## config.mk

```make
export PLATFORM = sky130hd
export DESIGN_NAME = e203_exu_alu_dpath_arb_flat
export DESIGN_NICKNAME = d
export VERILOG_FILES = /design/src/rtl/e203_alu_arb_pkg.sv /design/src/rtl/e203_exu_alu_dpath_arb_if.sv /design/src/rtl/e203_rr_pick.sv /design/src/rtl/e203_exu_alu_dpath_arb.sv /design/src/flat_wrapper.sv
export SDC_FILE = /design/constraint.sdc
export NUM_CORES = 1
export LEC_CHECK = 0
export CORE_AREA = 2 2 166 168
export CTS_CLUSTER_DIAMETER = 150
export DETAILED_ROUTE_END_ITERATION = 12
export DIE_AREA = 0 0 168 170
export PLACE_DENSITY_LB_ADDON = 0.08
export SYNTH_ARGS = -nofsm -noshare
export SYNTH_HDL_FRONTEND = slang
export SYNTH_SLANG_ARGS = --single-unit
```

## constraint.sdc

```tcl
create_clock -name clk -period 11.7 [get_ports clk]
set_input_delay 2.34 -clock clk [delete_from_list [all_inputs] [get_ports clk]]
set_output_delay 2.34 -clock clk [all_outputs]
set_load 0.005 [all_outputs]
```

## src/rtl/e203_alu_arb_pkg.sv

```systemverilog
// Shared definitions for the EXU ALU datapath arbiter: op encoding,
// requester indices and arbiter state.
package e203_alu_arb_pkg;

    localparam int ALU_OPW = 4;

    localparam logic [ALU_OPW-1:0] ALU_OP_NOP  = 4'h0;
    localparam logic [ALU_OPW-1:0] ALU_OP_ADD  = 4'h1;
    localparam logic [ALU_OPW-1:0] ALU_OP_SUB  = 4'h2;
    localparam logic [ALU_OPW-1:0] ALU_OP_XOR  = 4'h3;
    localparam logic [ALU_OPW-1:0] ALU_OP_SLL  = 4'h4;
    localparam logic [ALU_OPW-1:0] ALU_OP_SRL  = 4'h5;
    localparam logic [ALU_OPW-1:0] ALU_OP_SRA  = 4'h6;
    localparam logic [ALU_OPW-1:0] ALU_OP_OR   = 4'h7;
    localparam logic [ALU_OPW-1:0] ALU_OP_AND  = 4'h8;
    localparam logic [ALU_OPW-1:0] ALU_OP_SLT  = 4'h9;
    localparam logic [ALU_OPW-1:0] ALU_OP_SLTU = 4'hA;
    localparam logic [ALU_OPW-1:0] ALU_OP_LUI  = 4'hB;

    localparam int REQ_RGLR = 0;
    localparam int REQ_BJP  = 1;
    localparam int REQ_AGU  = 2;
    localparam int REQ_MDV  = 3;

    typedef enum logic {
        ST_IDLE   = 1'b0,
        ST_LOCKED = 1'b1
    } arb_state_e;

endpackage

```

## src/rtl/e203_exu_alu_dpath_arb_if.sv

```systemverilog
// Requester-side and datapath-side signals of the shared ALU datapath arbiter.
interface e203_exu_alu_dpath_arb_if #(
    parameter int N    = 4,
    parameter int OPW  = 4,
    parameter int XLEN = 32
);
    logic [N-1:0]      req_valid;
    logic [N-1:0]      req_ready;
    logic [N-1:0]      req_lock;
    logic [N*OPW-1:0]  req_op;
    logic [N*XLEN-1:0] req_op1;
    logic [N*XLEN-1:0] req_op2;
    logic [XLEN-1:0]   req_res;
    logic              dp_valid;
    logic              dp_ready;
    logic [OPW-1:0]    dp_op;
    logic [XLEN-1:0]   dp_op1;
    logic [XLEN-1:0]   dp_op2;
    logic [XLEN-1:0]   dp_res;

    // Environment side: requesters plus the datapath itself
    modport master (
        output req_valid, req_lock, req_op, req_op1, req_op2, dp_ready, dp_res,
        input  req_ready, req_res, dp_valid, dp_op, dp_op1, dp_op2
    );

    // Arbiter side
    modport slave (
        input  req_valid, req_lock, req_op, req_op1, req_op2, dp_ready, dp_res,
        output req_ready, req_res, dp_valid, dp_op, dp_op1, dp_op2
    );
endinterface

```

## src/rtl/e203_rr_pick.sv

```systemverilog
// Combinational round-robin picker: first valid bit at or after ptr, wrapping
// modulo N, returned as a one-hot grant and its index.
module e203_rr_pick #(
    parameter int N = 4
) (
    input  logic [N-1:0]         valid,
    input  logic [$clog2(N)-1:0] ptr,
    output logic [N-1:0]         grant,
    output logic [$clog2(N)-1:0] idx
);
    localparam int IW = $clog2(N);

    always_comb begin
        logic found;
        int   j;
        grant = '0;
        idx   = '0;
        found = 1'b0;
        for (int k = 0; k < N; k++) begin
            j = int'(ptr) + k;
            if (j >= N) j = j - N;
            if (!found && valid[j]) begin
                found    = 1'b1;
                grant[j] = 1'b1;
                idx      = IW'(j);
            end
        end
    end
endmodule

```

## src/rtl/e203_exu_alu_dpath_arb.sv

```systemverilog
// Round-robin arbiter for the shared EXU ALU datapath, with a lock so that a
// multi-cycle requester can own the datapath and a watchdog to break stuck locks.
//
// state     | meaning
// ----------|---------------------------------------------------------------
// ST_IDLE   | round-robin grant among valid requesters starting at rr_ptr
// ST_LOCKED | only the owner may be granted; lock_cnt counts idle cycles
module e203_exu_alu_dpath_arb
    import e203_alu_arb_pkg::*;
#(
    parameter int N        = 4,
    parameter int OPW      = ALU_OPW,
    parameter int XLEN     = 32,
    parameter int LOCK_TMO = 16
) (
    input  logic                   clk,
    input  logic                   rst,
    e203_exu_alu_dpath_arb_if.slave bus,
    output logic [$clog2(N)-1:0]   grant_id,
    output logic                   locked,
    output logic                   lock_tmo
);
    localparam int IW = $clog2(N);
    localparam int CW = $clog2(LOCK_TMO);

    arb_state_e    state_q, state_d;
    logic [IW-1:0] rr_ptr_q, rr_ptr_d;
    logic [IW-1:0] owner_q, owner_d;
    logic [CW-1:0] cnt_q, cnt_d;
    logic          tmo_q, tmo_d;

    logic [N-1:0]  pick_grant;
    logic [IW-1:0] pick_idx;
    logic [N-1:0]  grant;
    logic [IW-1:0] gid;
    logic          hs;

    function automatic logic [IW-1:0] ptr_after(input logic [IW-1:0] i);
        return (int'(i) == N - 1) ? '0 : i + 1'b1;
    endfunction

    e203_rr_pick #(.N(N)) u_pick (
        .valid (bus.req_valid),
        .ptr   (rr_ptr_q),
        .grant (pick_grant),
        .idx   (pick_idx)
    );

    always_comb begin
        grant = '0;
        gid   = '0;
        if (state_q == ST_IDLE) begin
            grant = pick_grant;
            gid   = pick_idx;
        end else if (bus.req_valid[owner_q]) begin
            grant[owner_q] = 1'b1;
            gid            = owner_q;
        end
    end

    assign hs            = (|grant) & bus.dp_ready;
    assign bus.req_ready = grant & {N{bus.dp_ready}};
    assign bus.dp_valid  = |grant;
    assign bus.dp_op     = (|grant) ? bus.req_op[int'(gid)*OPW +: OPW]    : '0;
    assign bus.dp_op1    = (|grant) ? bus.req_op1[int'(gid)*XLEN +: XLEN] : '0;
    assign bus.dp_op2    = (|grant) ? bus.req_op2[int'(gid)*XLEN +: XLEN] : '0;
    assign bus.req_res   = bus.dp_res;
    assign grant_id      = gid;
    assign locked        = (state_q == ST_LOCKED);
    assign lock_tmo      = tmo_q;

    always_comb begin
        state_d  = state_q;
        rr_ptr_d = rr_ptr_q;
        owner_d  = owner_q;
        cnt_d    = cnt_q;
        tmo_d    = 1'b0;
        case (state_q)
            ST_IDLE: begin
                if (hs) begin
                    if (bus.req_lock[gid]) begin
                        state_d = ST_LOCKED;
                        owner_d = gid;
                        cnt_d   = '0;
                    end else begin
                        rr_ptr_d = ptr_after(gid);
                    end
                end
            end
            ST_LOCKED: begin
                // An owner handshake wins over the watchdog in the same cycle
                if (hs) begin
                    cnt_d = '0;
                    if (!bus.req_lock[owner_q]) begin
                        state_d  = ST_IDLE;
                        rr_ptr_d = ptr_after(owner_q);
                    end
                end else if (cnt_q == CW'(LOCK_TMO - 1)) begin
                    state_d  = ST_IDLE;
                    rr_ptr_d = ptr_after(owner_q);
                    cnt_d    = '0;
                    tmo_d    = 1'b1;
                end else begin
                    cnt_d = cnt_q + CW'(1);
                end
            end
            default: state_d = ST_IDLE;
        endcase
    end

    always_ff @(posedge clk or posedge rst) begin
        if (rst) begin
            state_q  <= ST_IDLE;
            rr_ptr_q <= '0;
            owner_q  <= '0;
            cnt_q    <= '0;
            tmo_q    <= 1'b0;
        end else begin
            state_q  <= state_d;
            rr_ptr_q <= rr_ptr_d;
            owner_q  <= owner_d;
            cnt_q    <= cnt_d;
            tmo_q    <= tmo_d;
        end
    end
endmodule

```

## src/flat_wrapper.sv

```systemverilog
// flat-port wrapper written by rule: the top's interface ports become plain ports
module e203_exu_alu_dpath_arb_flat import e203_alu_arb_pkg::*;
#(
    parameter int N        = 4,
    parameter int OPW      = ALU_OPW,
    parameter int XLEN     = 32,
    parameter int LOCK_TMO = 16
)
  (clk, rst, grant_id, locked, lock_tmo, bus_req_valid, bus_req_lock, bus_req_op, bus_req_op1, bus_req_op2, bus_dp_ready, bus_dp_res, bus_req_ready, bus_req_res, bus_dp_valid, bus_dp_op, bus_dp_op1, bus_dp_op2);
  e203_exu_alu_dpath_arb_if #(.N(N), .OPW(OPW), .XLEN(XLEN)) bus_i ();
  input  logic clk;
  input  logic rst;
  output logic [$clog2(N)-1:0] grant_id;
  output logic locked;
  output logic lock_tmo;
  input wire logic [$bits(bus_i.req_valid)-1:0] bus_req_valid;
  input wire logic [$bits(bus_i.req_lock)-1:0] bus_req_lock;
  input wire logic [$bits(bus_i.req_op)-1:0] bus_req_op;
  input wire logic [$bits(bus_i.req_op1)-1:0] bus_req_op1;
  input wire logic [$bits(bus_i.req_op2)-1:0] bus_req_op2;
  input wire logic [$bits(bus_i.dp_ready)-1:0] bus_dp_ready;
  input wire logic [$bits(bus_i.dp_res)-1:0] bus_dp_res;
  output wire logic [$bits(bus_i.req_ready)-1:0] bus_req_ready;
  output wire logic [$bits(bus_i.req_res)-1:0] bus_req_res;
  output wire logic [$bits(bus_i.dp_valid)-1:0] bus_dp_valid;
  output wire logic [$bits(bus_i.dp_op)-1:0] bus_dp_op;
  output wire logic [$bits(bus_i.dp_op1)-1:0] bus_dp_op1;
  output wire logic [$bits(bus_i.dp_op2)-1:0] bus_dp_op2;
  assign bus_i.req_valid = bus_req_valid;
  assign bus_i.req_lock = bus_req_lock;
  assign bus_i.req_op = bus_req_op;
  assign bus_i.req_op1 = bus_req_op1;
  assign bus_i.req_op2 = bus_req_op2;
  assign bus_i.dp_ready = bus_dp_ready;
  assign bus_i.dp_res = bus_dp_res;
  assign bus_req_ready = bus_i.req_ready;
  assign bus_req_res = bus_i.req_res;
  assign bus_dp_valid = bus_i.dp_valid;
  assign bus_dp_op = bus_i.dp_op;
  assign bus_dp_op1 = bus_i.dp_op1;
  assign bus_dp_op2 = bus_i.dp_op2;
  e203_exu_alu_dpath_arb #(.N(N), .OPW(OPW), .XLEN(XLEN), .LOCK_TMO(LOCK_TMO)) u_core (.clk(clk), .rst(rst), .bus(bus_i), .grant_id(grant_id), .locked(locked), .lock_tmo(lock_tmo));
endmodule
```

## Yosys cells after proc, flatten, opt, wreduce, memory -nomap -nowiden

Cells that the tools add are included.

- Register bits: 10
- Bits in latches: 0
- RAM bits: 0
- Bits in read-only memories: 0
- Output and inout port bits: 109
- Logic and storage cells: 134
- Memories kept: 0

- $add $sub $neg: 10
- $mul: 0
- Divide/modulo/power cells: 0
- Order comparisons: 15
- Eq/ne operators: 8
- Shift operators: 3
- Muxes and demuxes: 72
- Bitwise logic cells: 6
- Reduce and logical (&&, ||, !) cells: 15

Operator list:

| cell | count |
|---|---|
| 128-bit by 8-bit variable part select with 32-bit output | 2 |
| 32-bit two-way mux | 6 |
| 32-bit by 1-bit >= comparator with 1-bit output, second input constant | 4 |
| 32-bit by 4-bit < comparator with 1-bit output, second input constant | 4 |
| 4-bit two-way mux | 11 |
| 1-bit two-way mux | 27 |
| 2-bit two-way mux | 13 |
| 16-bit by 5-bit variable part select with 4-bit output | 1 |
| 1-bit binary-select mux with 2-bit select | 7 |
| 4-bit bitwise OR | 3 |
| 3-bit by 3-bit subtractor with 4-bit output, second input constant | 3 |
| 1-bit demux with 2-bit select | 5 |
| 3-bit >= comparator, second input constant | 3 |
| 1-bit logical AND | 8 |
| 4-bit case mux with 2 select lines | 1 |
| 2-bit by 2-bit adder with 3-bit output, second input constant | 2 |
| 2-bit by 3-bit < comparator with 1-bit output, second input constant | 2 |
| 3-bit != test, second input constant | 2 |
| 2-bit by 1-bit adder with 2-bit output, second input constant | 2 |
| 4-bit by 1-bit adder with 4-bit output, second input constant | 1 |
| 4-bit bitwise AND | 1 |
| 2-bit by 1-bit == test with 1-bit output, second input constant | 2 |
| 4-bit == test, second input constant | 1 |
| 2-bit != test, second input constant | 2 |
| other kinds (14) | 16 |

## Logic depth before layout (Yosys ltp)

- Depth after elaboration: 21
- Gate-level depth with buffers: 14
- Gate-level depth less buffers: 10

## By module

A second synthesis with hierarchy kept.

- Cells, all modules: 339
- Area total of the unflattened synthesis: 3,667.3 sq um

By module, submodules not included:

| module | times used | cells each | area an instance (sq um) | sequential area each (sq um) |
|---|---|---|---|---|
| e203_exu_alu_dpath_arb | 1 | 288 | 3,189.3 | 250.2 |
| e203_rr_pick | 1 | 51 | 478.0 | 0.0 |

## Worst setup path after synthesis

No wires, ideal clock.

- Path type: input to output
- Start: input port bus_req_valid[1]
- End: output port bus_dp_op1[10]
- Arrival time: 4.693 ns
- Required time: 9.360 ns
- Setup slack: 4.667 ns
- Stages on the path: 9
- Cells stage by stage: clkbuf_1 > nand3b_1 > a32o_1 > o21ai_0 > o21ai_0 > o21ai_1 > buf_1 > mux4_2 > and2_1

- Word-level cells in the longest chain between the ends: 16

RTL lines:

| item | line | RTL |
|---|---|---|
| start: declaration | flat_wrapper.sv:16 | `input wire logic [$bits(bus_i.req_valid)-1:0] bus_req_valid;` |
| 1-bit binary-select mux with 2-bit select | e203_rr_pick.sv:22 | `if (!found && valid[j]) begin` |
| 1-bit two-way mux (not written as such) (2 in series) | e203_rr_pick.sv:22 |  |
| 1-bit two-way mux | e203_rr_pick.sv:22 |  |
| 1-bit zero test | e203_rr_pick.sv:22 |  |
| 1-bit logical AND | e203_rr_pick.sv:22 |  |
| 1-bit two-way mux | e203_rr_pick.sv:22 |  |
| 1-bit zero test | e203_rr_pick.sv:22 |  |
| 1-bit logical AND | e203_rr_pick.sv:22 |  |
| 1-bit two-way mux | e203_rr_pick.sv:22 |  |
| 1-bit zero test | e203_rr_pick.sv:22 |  |
| 1-bit logical AND | e203_rr_pick.sv:22 |  |
| 2-bit two-way mux or 4-bit two-way mux (tied branches) | e203_rr_pick.sv:22 |  |
| 2-bit two-way mux or 4-bit two-way mux (tied branches) | e203_exu_alu_dpath_arb.sv:52 | `if (state_q == ST_IDLE) begin` |
| 128-bit by 8-bit variable part select with 32-bit output or 4-bit OR reduction (tied branches) | e203_exu_alu_dpath_arb.sv:65 | `assign bus.dp_op1 = (\|grant) ? bus.req_op1[int'(gid)*XLEN +: XLEN] : '0;` |
| 32-bit two-way mux * | e203_exu_alu_dpath_arb.sv:65 |  |
| end: declaration | flat_wrapper.sv:27 | `output wire logic [$bits(bus_i.dp_op1)-1:0] bus_dp_op1;` |

Every way passes the cells marked *; elsewhere a longest branch is shown, timed or not. The select of a mux whose other input is x is not followed.

## Worst setup path in the final report

- Start: input port bus_req_valid[2]
- End: output port bus_dp_op2[26]

- Word-level cells in the longest chain between the ends: 16

RTL lines:

| item | line | RTL |
|---|---|---|
| 1-bit binary-select mux with 2-bit select | e203_rr_pick.sv:22 |  |
| 1-bit two-way mux (not written as such) (2 in series) | e203_rr_pick.sv:22 |  |
| 1-bit two-way mux | e203_rr_pick.sv:22 |  |
| 1-bit zero test | e203_rr_pick.sv:22 |  |
| 1-bit logical AND | e203_rr_pick.sv:22 |  |
| 1-bit two-way mux | e203_rr_pick.sv:22 |  |
| 1-bit zero test | e203_rr_pick.sv:22 |  |
| 1-bit logical AND | e203_rr_pick.sv:22 |  |
| 1-bit two-way mux | e203_rr_pick.sv:22 |  |
| 1-bit zero test | e203_rr_pick.sv:22 |  |
| 1-bit logical AND | e203_rr_pick.sv:22 |  |
| 2-bit two-way mux or 4-bit two-way mux (tied branches) | e203_rr_pick.sv:22 |  |
| 2-bit two-way mux or 4-bit two-way mux (tied branches) | e203_exu_alu_dpath_arb.sv:52 |  |
| 128-bit by 8-bit variable part select with 32-bit output or 4-bit OR reduction (tied branches) | e203_exu_alu_dpath_arb.sv:66 | `assign bus.dp_op2 = (\|grant) ? bus.req_op2[int'(gid)*XLEN +: XLEN] : '0;` |
| 32-bit two-way mux * | e203_exu_alu_dpath_arb.sv:66 |  |
| end: declaration | flat_wrapper.sv:28 | `output wire logic [$bits(bus_i.dp_op2)-1:0] bus_dp_op2;` |

Marked as above.

==> results.ini <==
[status]
status=finished clean

[clock_tree]
clk_pin_slew_ns=0.04
cts_tree=done
cts_max_level=1
clockBufferDepth=2
cts.sinks=10
cts_made_buffers=3
post_cts_resized=0
cts-root-buf=clkbuf_16
clk_latency_ns=0.23
postCtsHoldBufs=0
post_cts.repair.setup_buffers=0

[synth]
synth_compound_area_share_pct=9.38
synth.area.mux_share_pct=47.5
synth_edf_count=0
yosysSeqAreaShare_pct=6.56
synth_xor_area_share_pct=0.230
synth_top_family_by_area=multiplexers
synth_fp_nets=691
synthSimpleGateAreaFrac_pct=20.8
yosys_warnings=0
yosys_register_bits=10
synth_fa_ha_area_share_pct=3.94
synth_cells=364
syn-cell-area_sq_um=3810
ys_async_sr_fraction_pct=100
ys.flop_type=dfrtp_1
ys_types=57
synth_area_per_cell_sq_um=10.5

[setup_path]
crit_chain=clkdlybuf4s50_1, or3b_2, a2111oi_0, o21ai_0, a31oi_1, or4_4, or2_2, buf_4, and2_1, clkdlybuf4s50_1
cpMostUsedCell=clkdlybuf4s50_1
cp_max_fo=61
critPathCaptureType=output pin
worstPathArrival_ns=6.75
start_kind=input port
cp_top_family=buffers and inverters
cp_data_required_time_ns=9.36
cp_slowest_cell=a2111oi_0
slowest_delay_ns=0.82
path_buf_inv=3
crit_type=input port to output pin
cp.depth=10
r2r_cells=10
r2r_setup_slack_ns=6.46

[routing]
dr.pass1.iters=4
vias=4361
viasPerCell=4.32
dr.first_iter.drc_count=169
drtAntennaViolNets=0
drc=0
drt_wl_total_mm=23.8
routedWlPerCell_microns=23.6

[grt]
overflow=0
grt_first_pass_wirelength_mm=32.4
antenna_found_initial=5
grt_pass1_vias=4826
grt_max_degree=71
grtUsageTotal_pct=15.6

[finish]
syn2layout_area_growth_pct=98.6
n_fill_cell=2725
layout-drive-gt1-share_pct=14.2
final_nets=992
utilization_pct=28.4

[power]
p_leak_nw=2.69
pwr-share-comb_pct=92.6
p_int_mw=1.30
power.density_nw_per_um2=288
pwr-share-seq_pct=4.3
clkPwrFrac_pct=3.1
switching_power_mw=0.880
ir_drop_uv=163
sw_frac_of_total_pct=40.3

[floorplan]
dieArea_sq_um=28600
die-height_microns=170
initial_utilization_pct=14.3
coreArea_sq_um=26700
placementRows=60
die-width_microns=168
num_io_pins=424

[job]
cap_violations=0

[placement]
portBuffers=359
hpwl_mm=20.6
gp_congestion=0.957

[sta]
rsz0062_at_grt=false
setup-violations-final=0
fin_crit_ns=9.09
fmax_mhz=110
tns_ns=0
finalClockSkew_ns=0.00132
min_period_over_period_pct=77.7
tightest_slew_ns=0.881
slew_headroom_pct=39.7
drv_slew=0
finalHoldViolCount=0

[hold_path]
hold_path.class=flop to flop
hold_depth=1

placed cells by master, fill, tap and decap left out, drive strengths merged, types with 2 or more instances in the layout:
master and count:
a2111oi 3, a21o 2, a21oi 4, a31oi 2
a32o 3, and2 71, and3 5, buf 3
clkbuf 4, clkdlybuf4s50 359, dfrtp 10, diode 4
ha 12, inv 8, mux2 4, mux2i 10
mux4 74, nand2 8, nand2b 6, nand3 6
nand3b 3, nor2 13, nor2b 6, nor3 2
nor3b 4, nor4 2, o211ai 2, o21ai 13
o22ai 3, o311ai 2, or4 2
cell families (layout without fill, tap and decap cells):
group / after synthesis / after routing
compound gates: 46 / 46
xor+xnor: 1 / 1
fa+ha+maj: 12 / 12
buf+inv: 74 / 374
flops: 10 / 10
mux: 88 / 88
other cells: 0 / 4
simple gates: 133 / 133
area by class of cell:
cell class                 count  area, sq um  share of cell area (%)
clock buffer                   4         88.8                    1.17
antenna                        4         10.0                   0.132
sequential                    10          250                    3.30
multi-input combinational    280         3140                    41.5
inverter                       8         30.0                   0.396
tap                          341          427                    5.63
timing repair buffer         362         3630                    47.9
power by group through the flow:
stage	registers [mW]	logic [mW]	clock network, mW
6_report	0.0946	2.02	0.0669
3_5_place_dp	0.0948	2.06	0
2_1_floorplan	0.0641	1.11	0
5_1_grt	0.0995	2.20	0.0711
3_3_place_gp	0.0943	2.08	0
4_1_cts	0.0945	2.08	0.0686
Yosys cell counts, types with 2 or more instances:
master      n  share of area, %
a2111oi_0   2              0.46
a21o_1      2              0.39
a21oi_1     4              0.52
a32o_1      3              0.79
and2_1     71                12
and3_1      5              0.82
buf_2      15               2.0
buf_4      33               6.5
buf_6       3              0.89
clkbuf_1   14               1.4
dfrtp_1    10               6.6
ha_1       12               3.9
inv_1       8              0.79
mux2_2      3              0.89
mux2i_1    10               2.6
mux4_2     74                44
nand2_1     8              0.79
nand2b_1    6              0.98
nand3_1     6              0.79
nand3b_1    3              0.59
nor2_1     13               1.3
nor2b_1     6              0.98
nor3_1      2              0.26
nor3b_1     4              0.79
nor4_1      2              0.33
o211ai_1    2              0.39
o21ai_0     9               1.2
o21ai_1     3              0.39
o22ai_1     3              0.49
sequential cells by signal, summed over array words and instances, names as in the netlist:
signal / cells
u_core.owner_q: 2
u_core.rr_ptr_q: 2
u_core.lock_tmo: 1
u_core.cnt_q: 4
u_core.locked: 1
path summary, 6_finish.rpt:
path                                 endpoint                from
max                            bus_dp_op2[26]    bus_req_valid[2]
min                           u_core.cnt_q[3]     u_core.cnt_q[3]
max reg2reg                u_core.rr_ptr_q[1]  u_core.rr_ptr_q[0]
min reg2reg                   u_core.cnt_q[3]     u_core.cnt_q[3]
max in group asynchronous  u_core.rr_ptr_q[0]                 rst
min in group asynchronous     u_core.cnt_q[2]                 rst
per-layer routing:
layer,wire [microns],vias up,track usage [%]
met5,23,-,0
met4,120,4,1.59
met3,3280,12,9.42
met2,12200,203,27.8
met1,8200,2152,16.3
li1,-,1990,-
stage by stage:
stage                     instances  cell area (sq um)  hold slack (ns)  total power, mW  setup WS (ns)
after floorplan                 364               3810            0.510             1.17           4.67
after global placement         1001               7470            0.533             2.17           2.70
after detailed placement       1001               7470            0.547             2.16           2.64
after CTS                      1005               7560            0.556             2.25           2.61
after global routing           1008               7570            0.590             2.37           2.32
final                          1009               7570            0.561             2.18           2.61
No activity file was read; power rests on OpenSTA's default activity.
